===== src/rtl/axi_lite_master_biu.sv =====
// ---------------------------------------------------------------------------
// axi_lite_master_biu
//
// Bus interface unit that turns a simple core request/response handshake into
// single AXI4-Lite transactions, with at most one transaction in flight.
//
// Ports
//   clk, rst_n                 clock; asynchronous active-low reset
//   req_valid_i / req_ready_o  core request handshake (ready only when idle)
//   req_we_i                   1 = write, 0 = read
//   req_addr_i                 byte address
//   req_wdata_i, req_wstrb_i   write data and byte strobes
//   rsp_valid_o / rsp_ready_i  core response handshake
//   rsp_rdata_o, rsp_err_o     read data (0 for writes); error flag
//   aw*, w*, b*                AXI-Lite write address / data / response
//   ar*, r*                    AXI-Lite read address / data
//
// Every AXI valid/ready output, req_ready_o and rsp_valid_o is decoded from
// registered state only, so no input reaches an output combinationally.
// ---------------------------------------------------------------------------
module axi_lite_master_biu #(
    parameter int unsigned ADDR_W = 64,
    parameter int unsigned DATA_W = 64,
    parameter logic [2:0]  PROT   = 3'b000,
    localparam int unsigned STRB_W = DATA_W / 8
) (
    input  logic              clk,
    input  logic              rst_n,

    input  logic              req_valid_i,
    output logic              req_ready_o,
    input  logic              req_we_i,
    input  logic [ADDR_W-1:0] req_addr_i,
    input  logic [DATA_W-1:0] req_wdata_i,
    input  logic [STRB_W-1:0] req_wstrb_i,

    output logic              rsp_valid_o,
    input  logic              rsp_ready_i,
    output logic [DATA_W-1:0] rsp_rdata_o,
    output logic              rsp_err_o,

    output logic              awvalid,
    input  logic              awready,
    output logic [ADDR_W-1:0] awaddr,
    output logic [2:0]        awprot,

    output logic              wvalid,
    input  logic              wready,
    output logic [DATA_W-1:0] wdata,
    output logic [STRB_W-1:0] wstrb,

    input  logic              bvalid,
    output logic              bready,
    input  logic [1:0]        bresp,

    output logic              arvalid,
    input  logic              arready,
    output logic [ADDR_W-1:0] araddr,
    output logic [2:0]        arprot,

    input  logic              rvalid,
    output logic              rready,
    input  logic [DATA_W-1:0] rdata,
    input  logic [1:0]        rresp
);

    typedef enum logic [2:0] {
        IDLE,
        RD_ADDR,
        RD_DATA,
        WR_REQ,
        WR_RESP,
        RSP
    } state_e;

    state_e            state_q, state_d;
    logic [ADDR_W-1:0] addr_q, addr_d;
    logic [DATA_W-1:0] wdata_q, wdata_d;
    logic [STRB_W-1:0] wstrb_q, wstrb_d;
    logic              aw_done_q, aw_done_d;
    logic              w_done_q, w_done_d;
    logic [DATA_W-1:0] rdata_q, rdata_d;
    logic              err_q, err_d;

    logic              aw_hs;
    logic              w_hs;
    logic              aw_all;
    logic              w_all;

    // Only bit 1 of a response distinguishes success from error.
    logic              unused_resp_lsb;
    assign unused_resp_lsb = rresp[0] ^ bresp[0];

    // ------------------------------------------------------------------
    // Output decode: registered state only
    // ------------------------------------------------------------------
    assign req_ready_o = (state_q == IDLE);
    assign rsp_valid_o = (state_q == RSP);
    assign rsp_rdata_o = rdata_q;
    assign rsp_err_o   = err_q;

    assign arvalid     = (state_q == RD_ADDR);
    assign araddr      = addr_q;
    assign arprot      = PROT;
    assign rready      = (state_q == RD_DATA);

    // Each write channel drops its valid on its own handshake; the sticky
    // done flags keep it low while the other channel is still pending.
    assign awvalid     = (state_q == WR_REQ) && !aw_done_q;
    assign awaddr      = addr_q;
    assign awprot      = PROT;
    assign wvalid      = (state_q == WR_REQ) && !w_done_q;
    assign wdata       = wdata_q;
    assign wstrb       = wstrb_q;
    assign bready      = (state_q == WR_RESP);

    assign aw_hs  = awvalid && awready;
    assign w_hs   = wvalid && wready;
    assign aw_all = aw_done_q || aw_hs;
    assign w_all  = w_done_q || w_hs;

    // ------------------------------------------------------------------
    // Next-state and datapath
    // ------------------------------------------------------------------
    always_comb begin
        state_d   = state_q;
        addr_d    = addr_q;
        wdata_d   = wdata_q;
        wstrb_d   = wstrb_q;
        aw_done_d = aw_done_q;
        w_done_d  = w_done_q;
        rdata_d   = rdata_q;
        err_d     = err_q;

        unique case (state_q)
            IDLE: begin
                if (req_valid_i) begin
                    // Direction is carried by the state from here on.
                    addr_d    = req_addr_i;
                    wdata_d   = req_wdata_i;
                    wstrb_d   = req_wstrb_i;
                    aw_done_d = 1'b0;
                    w_done_d  = 1'b0;
                    state_d   = req_we_i ? WR_REQ : RD_ADDR;
                end
            end
            RD_ADDR: begin
                if (arready) begin
                    state_d = RD_DATA;
                end
            end
            RD_DATA: begin
                if (rvalid) begin
                    rdata_d = rdata;
                    err_d   = rresp[1];
                    state_d = RSP;
                end
            end
            WR_REQ: begin
                if (aw_all && w_all) begin
                    aw_done_d = 1'b0;
                    w_done_d  = 1'b0;
                    state_d   = WR_RESP;
                end else begin
                    aw_done_d = aw_all;
                    w_done_d  = w_all;
                end
            end
            WR_RESP: begin
                if (bvalid) begin
                    rdata_d = '0;
                    err_d   = bresp[1];
                    state_d = RSP;
                end
            end
            RSP: begin
                if (rsp_ready_i) begin
                    state_d = IDLE;
                end
            end
            default: begin
                state_d = IDLE;
            end
        endcase
    end

    always_ff @(posedge clk or negedge rst_n) begin
        if (!rst_n) begin
            state_q   <= IDLE;
            addr_q    <= '0;
            wdata_q   <= '0;
            wstrb_q   <= '0;
            aw_done_q <= 1'b0;
            w_done_q  <= 1'b0;
            rdata_q   <= '0;
            err_q     <= 1'b0;
        end else begin
            state_q   <= state_d;
            addr_q    <= addr_d;
            wdata_q   <= wdata_d;
            wstrb_q   <= wstrb_d;
            aw_done_q <= aw_done_d;
            w_done_q  <= w_done_d;
            rdata_q   <= rdata_d;
            err_q     <= err_d;
        end
    end

endmodule

===== config.mk =====
export PLATFORM = sky130hd
export DESIGN_NAME = axi_lite_master_biu
export DESIGN_NICKNAME = d
export VERILOG_FILES = /design/src/rtl/axi_lite_master_biu.sv
export SDC_FILE = /design/constraint.sdc
export NUM_CORES = 1
export LEC_CHECK = 0
export ABC_CLOCK_PERIOD_IN_PS = 4100
export CAP_MARGIN = 5
export CORE_AREA = 3 3 192 194
export CTS_BUF_LIST = sky130_fd_sc_hd__clkbuf_16
export DETAILED_ROUTE_END_ITERATION = 16
export DIE_AREA = 0 0 195 197
export PLACE_DENSITY_LB_ADDON = 0.12
export SYNTH_ARGS = -nofsm -noshare
export SYNTH_HDL_FRONTEND = slang
export SYNTH_SLANG_ARGS = --single-unit

===== constraint.sdc =====
create_clock -name clk -period 4.1 [get_ports clk]
set_input_delay 0.82 -clock clk [delete_from_list [all_inputs] [get_ports clk]]
set_output_delay 0.82 -clock clk [all_outputs]
set_load 0.01 [all_outputs]

# ---- Word level (Yosys, flattened, before mapping)
# Cells that the tools add are included.
dict set report totals {
  elab_cells 54
  reg_bits 206
}
dict set report op_classes {
  reduce_logical 16
  muxes 19
  eq_ne 11
}
# cell count
set ops {}
lappend ops {{$mux 64} 2}
lappend ops {{$pmux 64 s2} 1}
lappend ops {{$mux 3} 6}
lappend ops {{$pmux 3 s6} 1}
lappend ops {{$eq 3x2->1 const B} 2}
lappend ops {{$eq 3x3->1 const B} 2}
lappend ops {{$ne 2x1->1 const B} 3}
lappend ops {{$ne 2x2->1 const B} 3}
lappend ops {{$pmux 1 s2} 3}
lappend ops {{$reduce_and 6->1} 1}
lappend ops {{$logic_and 1x1->1} 5}
lappend ops {{$mux 1} 5}
lappend ops {{$reduce_and 2->1} 2}
lappend ops {{$reduce_bool 2->1} 2}
lappend ops {{$eq 3x1->1 const B} 1}
lappend ops {{$logic_not 3->1} 1}
lappend ops {{$reduce_and 3->1} 1}
lappend ops {{$logic_not 1->1} 2}
lappend ops {{$logic_or 1x1->1} 2}
lappend ops {{$mux 2} 1}

# ---- Longest topological paths before layout
# Gate-level depths: netlist of run 1.
dict set report depth {
  depth_word 7
  depth_mapped 7
}

# ---- Least setup slack after synthesis of run 1
# Ideal clock, no wire load.
dict set report synth_timing {
  kind {flip-flop to output port}
  from {reg state_q[1]}
  to {out bready}
  stages_incl_launch_ff 4
  required_ps 3280
  setup_slack_ps 2207
  n_path_buf 2
  arrival_ps 1073
  cell_sequence {dfrtp_1 buf_6 buf_2 nor3b_1}
}
dict set report synth_between {
  elab_chain_len 1
}
# element line_no
set synth_rtl {}
lappend synth_rtl {{start, declared} 76} ;# state_e state_q, state_d;
lappend synth_rtl {{start signal, assigned} 198} ;# state_q <= state_d;
lappend synth_rtl {{$eq 3x3->1} 115} ;# assign bready = (state_q == WR_RESP);
lappend synth_rtl {{end, declared} 53} ;# output logic bready,
# Every way passes these cells.

# ---- Final worst setup path of run 1
dict set report layout_timing {
  from {reg state_q[1]}
  to {out awvalid}
}
dict set report layout_between {
  elab_chain_len 2
}
# element line_no
set layout_rtl {}
lappend layout_rtl {{$eq 3x2->1} 109} ;# assign awvalid = (state_q == WR_REQ) && !aw_done_q;
lappend layout_rtl {{$logic_and 1x1->1} 109}
lappend layout_rtl {{end, declared} 42} ;# output logic awvalid,
# Every way passes these cells.

==> results.yml, run 1 <==
clock_network:
  cts_sinks: 206
  clk_pin_slew_ns: 0.06
  cts_resized: 0
  cts_tree: "yes"
  cts_buffers: 25
  cts-root-buf: "clkbuf_16"
  clock_path_buffers: 3
  htreeDepth: 1
  post_cts_buffers: 0
  insertion_delay_ns: 0.51
  holdBufCountCts: 0
run:
  maxCapViolations: 0
place:
  place.gp.congestion: 0.7177
  dp_hpwl_um: 20290
  portBuffers: 483
  place_area_um2: 13250
synth:
  syn-cell-area_um2: 8479
  synth-main-ff-cell: "dfrtp_1"
  synth_edf_count: 0
  synth_async_sr_flop_share: 1.000
  ys_ff_latch: 206
  ys_warn_count: 0
  synthCells: 552
  synthDistinctLibCells: 29
  yosysSeqAreaShare: 0.6079
  synth_area_per_cell_um2: 15.36
setup_path:
  crit_cells: 3
  crit_slowest_cell: "dfrtp_1"
  critPathKind: "register to output pin"
  arrival_ns: 2.22
  cp.required_ns: 3.28
  cp_max_fo: 17
  startpoint_type: "register"
  max_stage_delay_ns: 0.68
  path_cells: "nand3b_1, nor2_1, clkdlybuf4s50_1"
  cp_top_family: "flip-flops"
  cp-end-kind: "output pin"
  reg2reg_depth: 4
  crit_buf_inv: 1
global_route:
  antenna_found_initial: 0
  track_usage: 0.1335
  grt_busiest_layer: "met2"
  grt_pass1_vias: 6375
  grt_pass1_wl_um: 40190
  grt_use_met1: 0.1555
  grt_max_degree: 97
  use_met2: 0.2328
  grt_overflow: 0
  met3_usage: 0.05641
power:
  ir_worst_vdd_v: 0.0003564
  p_leak_nw: 5.882
  power.switching_w: 0.003501
  swShare: 0.3122
  p_seq_frac: 0.330
  combPwrFrac: 0.487
  cellPowerDensity_nw_per_um2: 801.3
  pwr-share-clk: 0.183
  intPower_w: 0.007714
final_layout:
  multi_input_area_um2: 2550
  antenna_cells: 0
  final_core_util: 0.3954
  drive_gt1_frac: 0.1883
  final_area_um2: 14000
  regArea_um2: 5155
  nNetsFinal: 1189
  nFillCells: 3444
  area_growth_pct: 65.06
die:
  start_util: 0.2396
  std_cell_rows: 69
  die-area_um2: 38420
  die-height_um: 197
  core_area_um2: 35400
  pin_count: 492
  die_x_um: 195
timing:
  final_hold_viol_count: 0
  clock_skew_ns: 0.01124
  tightest_slew_ns: 0.6982
  post-route-min-period_ns: 3.036
  fmax_mhz: 329.4
  rsz0062_at_grt: "no"
  fin_setup_tns_ns: 0
  setup_viol: 0
  min_period_over_period: 0.7404
  drv_slew: 0
  max_slew_margin: 0.5345
drt:
  wl_um: 27240
  postRouteAntennaNets: 0
  drt_iter0_drc: 167
  wl_per_cell_um: 18.80
  dr.pass1.iters: 3
  drc_errors: 0
  viasPerCell: 4.141
  vias: 6000
worst_hold_path:
  min_path_type: "input pin to async pin"
run_status:
  status: "completed"
-- final cells by class --
cell class,instances,area share
clock inverters,15,0.008403
flip-flops and latches,206,0.3683
clock buffers,25,0.04470
multi-input cells,248,0.1822
repair buffers,494,0.3552
well taps,461,0.04121
-- metal layers --
metal	share of wire	wire length, um	up-vias
li1	-	-	2730
met1	0.38	10440	2927
met2	0.49	13430	314
met4	0.013	362	0
met5	0	0	-
met3	0.11	3008	29
-- final timing paths --
path	from	slack, ns	to
min in group clk	rsp_rdata_o[43]	0.49	rsp_rdata_o[43]
max in group asynchronous	rst_n	3.06	rsp_rdata_o[25]
min reg2reg	rsp_rdata_o[43]	0.49	rsp_rdata_o[43]
max	state_q[1]	1.06	awvalid
max reg2reg	state_q[1]	1.67	araddr[25]
min	rst_n	0.18	araddr[47]
-- power groups by stage --
stage	Combinational [W]	Clock, W	Sequential, W
floorplan	0.00236	0	0.00406
global placement	0.00555	0	0.00372
detailed placement	0.00557	0	0.00372
CTS	0.00558	0.00215	0.00372
global route	0.00579	0.00223	0.00386
finish	0.00546	0.00205	0.00370
-- sequential cells by signal, summed over array words and instances, names as in the netlist --
| name | flops |
|---|---|
| araddr | 64 |
| rsp_rdata_o | 64 |
| wdata | 64 |
| wstrb | 8 |
| state_q | 3 |
| aw_done_q | 1 |
| rsp_err_o | 1 |
| w_done_q | 1 |
-- placed cells by master (no fill, tap or decap), types with 4 or more instances in the layout --
cell,netlist,layout
clkdlybuf4s50_1,0,482
conb_1,1,6
clkbuf_16,0,25
mux2_2,98,98
buf_12,5,4
a22o_1,65,65
dfrtp_1,206,206
clkinv_2,0,4
nand2_1,5,5
nor2_1,6,6
inv_1,0,5
nand3b_1,4,4
mux2_4,40,40
buf_4,79,7
-- metrics by stage --
stage | setup WS [ns] | instances | hold slack (ns) | total power (W)
2_1_floorplan | 2.207 | 557 | 0.4887 | 0.006413
3_3_place_gp | 1.189 | 1409 | 0.4811 | 0.009276
3_5_place_dp | 1.189 | 1409 | 0.4802 | 0.009294
4_1_cts | 1.009 | 1449 | 0.1446 | 0.01145
5_1_grt | 0.8827 | 1449 | 0.1578 | 0.01188
6_report | 1.064 | 1449 | 0.1759 | 0.01121
-- synth_stat cells, types with 3 or more instances --
cell type / instances / area, um2
o21ai_0: 3 / 15.01
buf_4: 79 / 593.1
mux2_2: 98 / 1104
buf_2: 15 / 75.07
a22o_1: 65 / 569.3
dfrtp_1: 206 / 5155
buf_12: 5 / 100.1
mux2_4: 40 / 600.6
nand2_1: 5 / 18.77
nand3b_1: 4 / 30.03
nor2_1: 6 / 22.52
-- logic make-up (layout without fill, tap and decap cells) --
| family | count (synthesis) | in the layout | share of synthesized area |
|---|---|---|---|
| mux | 140 | 140 | 0.2033 |
| simple gates | 28 | 28 | 0.01977 |
| compound gates | 74 | 74 | 0.07437 |
| flops | 206 | 206 | 0.6079 |
| other cells | 1 | 6 | 0.0004422 |
| buf+inv | 103 | 534 | 0.09414 |
Power figures use the tool's default switching activity.
==> run 2, diff against run 1 <==
ABC_CLOCK_PERIOD_IN_PS = 2600   (was 4100)
CORE_AREA = 3 3 190 192   (was 3 3 192 194)
DIE_AREA = 0 0 193 195   (was 0 0 195 197)
clock period = 2.6 ns   (was 4.1 ns; I/O delays follow)
==> run 2 against run 1 <==
Critical path depth unchanged. Non-clock buffer count increased by 13. Combinational power increased by 61%. Count of clock-buffer cells in the layout unchanged. Final cell count increased by 0.76%. Via count increased by 1.3%. Setup slack got worse by 0.89 ns. Clock power increased by 60%. Utilization increased by 1.5 points. Clock skew increased by 0.0045 ns. Largest cell class unchanged. Highest routed layer unchanged.
==> results.yml, run 2 (same netlist as run 1, synthesis figures left out) <==
drt:
  wl_um: 27830
  postRouteAntennaNets: 0
  wl_per_cell_um: 19.06
  viasPerCell: 4.164
  dr.pass1.iters: 4
  drc_errors: 0
  vias: 6079
  drt_iter0_drc: 124
global_route:
  grt_max_degree: 73
  antenna_found_initial: 0
  grt_pass1_vias: 6441
  grt_pass1_wl_um: 40820
  grt_overflow: 0
  track_usage: 0.1407
worst_hold_path:
  min_path_type: "input pin to async pin"
final_layout:
  area_growth_pct: 67.18
  drive_gt1_frac: 0.2030
  final_area_um2: 14180
  layout_commonest_cell: "clkdlybuf4s50_1"
  nNetsFinal: 1202
  nFillCells: 3325
  final_cell_mix: "clkdlybuf4s50_1 (480), dfrtp_1 (203), mux2_2 (98), a22o_1 (65), mux2_4 (40)"
  antenna_cells: 0
setup_path:
  startpoint_type: "register"
  r2r_start: "state_q[0]"
  cp.required_ns: 2.08
  critPathKind: "register to output pin"
  reg2reg_depth: 4
  r2r_end: "araddr[26]"
  cp_max_fo: 15
  cp-end-kind: "output pin"
  r2r_setup_slack_ns: 0.63
  arrival_ns: 1.90
power:
  ir_worst_vdd_v: 0.0006422
  cellPowerDensity_nw_per_um2: 1261
  p_leak_nw: 5.992
timing:
  drv_slew: 0
  fin_setup_tns_ns: 0
  rsz0062_at_grt: "no"
  clock_skew_ns: 0.01574
  max_slew_margin: 0.5813
  fmax_mhz: 412.6
  min_period_over_period: 0.9322
  final_hold_viol_count: 0
  layout_setup_ws_ns: 0.1762
  tightest_slew_ns: 0.6281
  setup_viol: 0
  post-route-min-period_ns: 2.424
die:
  die-area_um2: 37640
  std_cell_rows: 68
  core_area_um2: 34540
  die_x_um: 193
  start_util: 0.2455
  die-height_um: 195
  pin_count: 492
place:
  dp_hpwl_um: 21130
  dp_slack_ns: 0.3415
  place_area_um2: 13380
  place.gp.congestion: 0.7221
  portBuffers: 483
run_status:
  status: "completed"
clock_network:
  holdBufCountCts: 0
  clk_pin_slew_ns: 0.06
  cts_tree: "yes"
  clock_path_buffers: 3
  insertion_delay_ns: 0.51
  cts_buffers: 25
  htreeDepth: 1
  cts_sinks: 206
  cts-root-buf: "clkbuf_16"
run:
  maxCapViolations: 0
[run 2: worst max-delay path: stages, from the launching register on]
cell,delay [ns]
dfrtp_2,0.51
nor2_1,0.19
and2_1,0.14
clkdlybuf4s50_1,0.55
[run 2: worst max-delay path by stage]
| stage | startpoint | endpoint | slack [ns] | cells past startpoint |
|---|---|---|---|---|
| global route | state_q[0] | arvalid | 0.06 | 2 |
| floorplan | state_q[1] | araddr[0] | 0.90 | 7 |
| detailed placement | req_valid_i | araddr[26] | 0.34 | 4 |
| finish | state_q[0] | rready | 0.18 | 3 |
| CTS | state_q[2] | wvalid | 0.03 | 3 |
| global placement | req_valid_i | wdata[7] | 0.37 | 4 |
[run 2: where the power goes]
part | total (W) | switching [W] | internal, W
clock network | 0.00328 | 0.00135 | 0.00193
logic | 0.00879 | 0.00321 | 0.00558
registers | 0.00581 | 0.00103 | 0.00478
[run 2: through the flow]
stage          total power (W)  instances  utilization  hold WS [ns]
6_report               0.01787       1460       0.4104       0.04635
5_1_grt                0.01895       1460       0.4104       0.08672
4_1_cts                0.01821       1456       0.4094       0.04701
3_5_place_dp           0.01477       1412       0.3872        0.4804
3_3_place_gp           0.01473       1412       0.3872        0.4727
2_1_floorplan          0.01011        557            -        0.2244
[run 2: area by class of cell]
class                   count  area, um2  area share
clock buffers              25      625.6     0.04413
multi-input cells         248       2555      0.1802
well taps                 455      569.3     0.04016
flip-flops and latches    206       5159      0.3639
clock inverters            19      135.1    0.009532
repair buffers            507       5132      0.3620
[run 2: per-layer routing]
metal,part of all wire,GRT usage,vias up
met4,0.027,0.03724,0
met3,0.11,0.05871,41
met2,0.48,0.2379,312
li1,-,-,2758
met5,0,0,-
met1,0.37,0.1646,2968
[run 2: timing repair]
item	4_1_cts	5_1_grt
setup buffers	0	4
gates resized for setup	5	1
setup endpoints to repair	4	1
==> run 3, diff against run 2 <==
CORE_AREA = 2 2 189 191   (was 3 3 190 192)
DIE_AREA = 0 0 191 193   (was 0 0 193 195)
==> run 3 against run 2 <==
Utilization fell by 0.49 points. Largest power group unchanged. Global-route usage fell by 0.28 points. Setup slack lost 0.091 ns. Total power rose by 0.46%. Non-clock buffer count fell by 6. Final cell count grew 0.21%. Fmax decreased by 3.6%. Routed wire length down 4.3%. Combinational power shrank 0.6%. Largest cell class unchanged.
==> results.yml, run 3 (same netlist as run 1, synthesis figures left out) <==
place:
  dp_hpwl_um: 19490
  place_area_um2: 13350
  portBuffers: 483
  dp.cells: 1415
  place.gp.congestion: 0.7222
global_route:
  grt_pass1_vias: 6225
  grt_overflow: 0
  grt_max_degree: 80
  track_usage: 0.1379
  grt_pass1_wl_um: 39000
  antenna_found_initial: 0
final_layout:
  layout_commonest_cell: "clkdlybuf4s50_1"
  fin_cells: 1463
  final_cell_mix: "clkdlybuf4s50_1 (480), dfrtp_1 (205), mux2_2 (98), a22o_1 (65), mux2_4 (40)"
  antenna_cells: 0
  drive_gt1_frac: 0.1936
  nNetsFinal: 1197
  final_area_um2: 14180
  area_growth_pct: 67.21
clock_network:
  post_cts_buffers: 0
  cts_buffers: 26
  clock_path_buffers: 3
  cts_sinks: 206
  cts-root-buf: "clkbuf_16"
  htreeDepth: 1
  insertion_delay_ns: 0.52
  clk_pin_slew_ns: 0.06
  cts_tree: "yes"
die:
  die-height_um: 193
  std_cell_rows: 69
  die_x_um: 191
  core_area_um2: 34960
  die-area_um2: 36860
  pin_count: 492
  start_util: 0.2425
power:
  p_leak_nw: 6.013
  ir_worst_vdd_v: 0.0004961
  cellPowerDensity_nw_per_um2: 1266
drt:
  postRouteAntennaNets: 0
  drc_errors: 0
  dr.pass1.iters: 4
  drt_iter0_drc: 142
  wl_met2_um: 12810
  viasPerCell: 4.148
  vias: 6068
  top_layer: "met4"
  m1WireLength_um: 10490
  wl_per_cell_um: 18.21
  wl_um: 26630
  wl_met3_um: 2786
timing:
  tightest_slew_ns: 0.5091
  fin_setup_tns_ns: 0
  drv_slew: 0
  finalHoldWorstSlack_ns: 0.4936
  clock_skew_ns: 0.008379
  max_slew_margin: 0.6606
  post-route-min-period_ns: 2.515
  final_hold_viol_count: 0
  setup_viol: 0
  fmax_mhz: 397.7
  min_period_over_period: 0.9671
run_status:
  status: "completed"
setup_path:
  r2r_start: "state_q[0]"
  crit_start: "state_q[0]"
  critPathKind: "register to output pin"
  cp-end-kind: "output pin"
  startpoint_type: "register"
  arrival_ns: 1.99
  cp_max_fo: 14
  r2r_setup_slack_ns: 0.67
  cp.required_ns: 2.08
  r2r_end: "wdata[5]"
  crit_path_end: "bready"
  reg2reg_depth: 6
run:
  maxCapViolations: 0
worst_hold_path:
  min_path_type: "register to register"
-- run 3: cell count changes in the layout (fill, tap and decap cells not counted), moves of 2 or more --
| cell | change |
|---|---|
| clkinv_1 | -2 |
| clkinv_2 | -2 |
| clkbuf_16 | +2 |
| dfrtp_2 | -2 |
| inv_1 | +5 |
| buf_4 | -6 |
| dfrtp_1 | +2 |
-- run 3: worst min path at each step --
stage / startpoint / to / slack (ns) / depth (start not counted)
2_1_floorplan: rst_n / araddr[0] / 0.22 / 0
4_1_cts: rst_n / wdata[46] / 0.46 / 2
3_3_place_gp: rst_n / wdata[46] / 0.46 / 1
6_report: rsp_err_o / rsp_err_o / 0.49 / 2
5_1_grt: rst_n / wdata[46] / 0.50 / 2
3_5_place_dp: rst_n / wdata[46] / 0.46 / 1
-- run 3: timing repair --
action | 4_1_cts | 5_1_grt
endpoints found under the hold margin | 33 | 0
gates resized for setup | 0 | 3
endpoints found under the setup margin | 0 | 2
hold buffers | 1 | 0
-- run 3: critical path, cell delays in order (launching register included) --
cell and delay, ns:
dfrtp_1 0.38, buf_4 0.19, nor3b_1 0.20, buf_4 0.16, clkdlybuf4s50_1 0.55
-- run 3: where the power goes --
| group | switching (W) | leakage [nW] | internal (W) | total, W |
|---|---|---|---|---|
| registers | 0.000999 | 2.50 | 0.00477 | 0.00577 |
| logic | 0.00318 | 3.07 | 0.00556 | 0.00874 |
| clock network | 0.00138 | 0.435 | 0.00206 | 0.00344 |
| total | 0.00557 | 6.01 | 0.0124 | 0.0180 |
-- run 3: per-layer routing --
metal,up-vias,GRT usage
met5,-,0
met4,0,0.03727
met3,38,0.05339
met2,308,0.2304
met1,2968,0.1660
li1,2754,-
-- run 3: area by class of cell --
class | instances | area, um2
multi-input combinational | 248 | 2550
timing repair buffer | 501 | 5081
tap | 461 | 576.8
sequential | 206 | 5156
fill | 3368 | 20790
clock buffer | 27 | 675.6
clock inverter | 20 | 138.9
-- run 3: stage by stage --
step           setup WS (ns)  utilization  power (W)
2_1_floorplan         0.8977            -    0.01011
5_1_grt           -0.0001577       0.4055    0.01906
6_report             0.08548       0.4055    0.01796
3_3_place_gp          0.3849       0.3818    0.01467
4_1_cts              0.02707       0.4053    0.01833
3_5_place_dp          0.3658       0.3818    0.01471
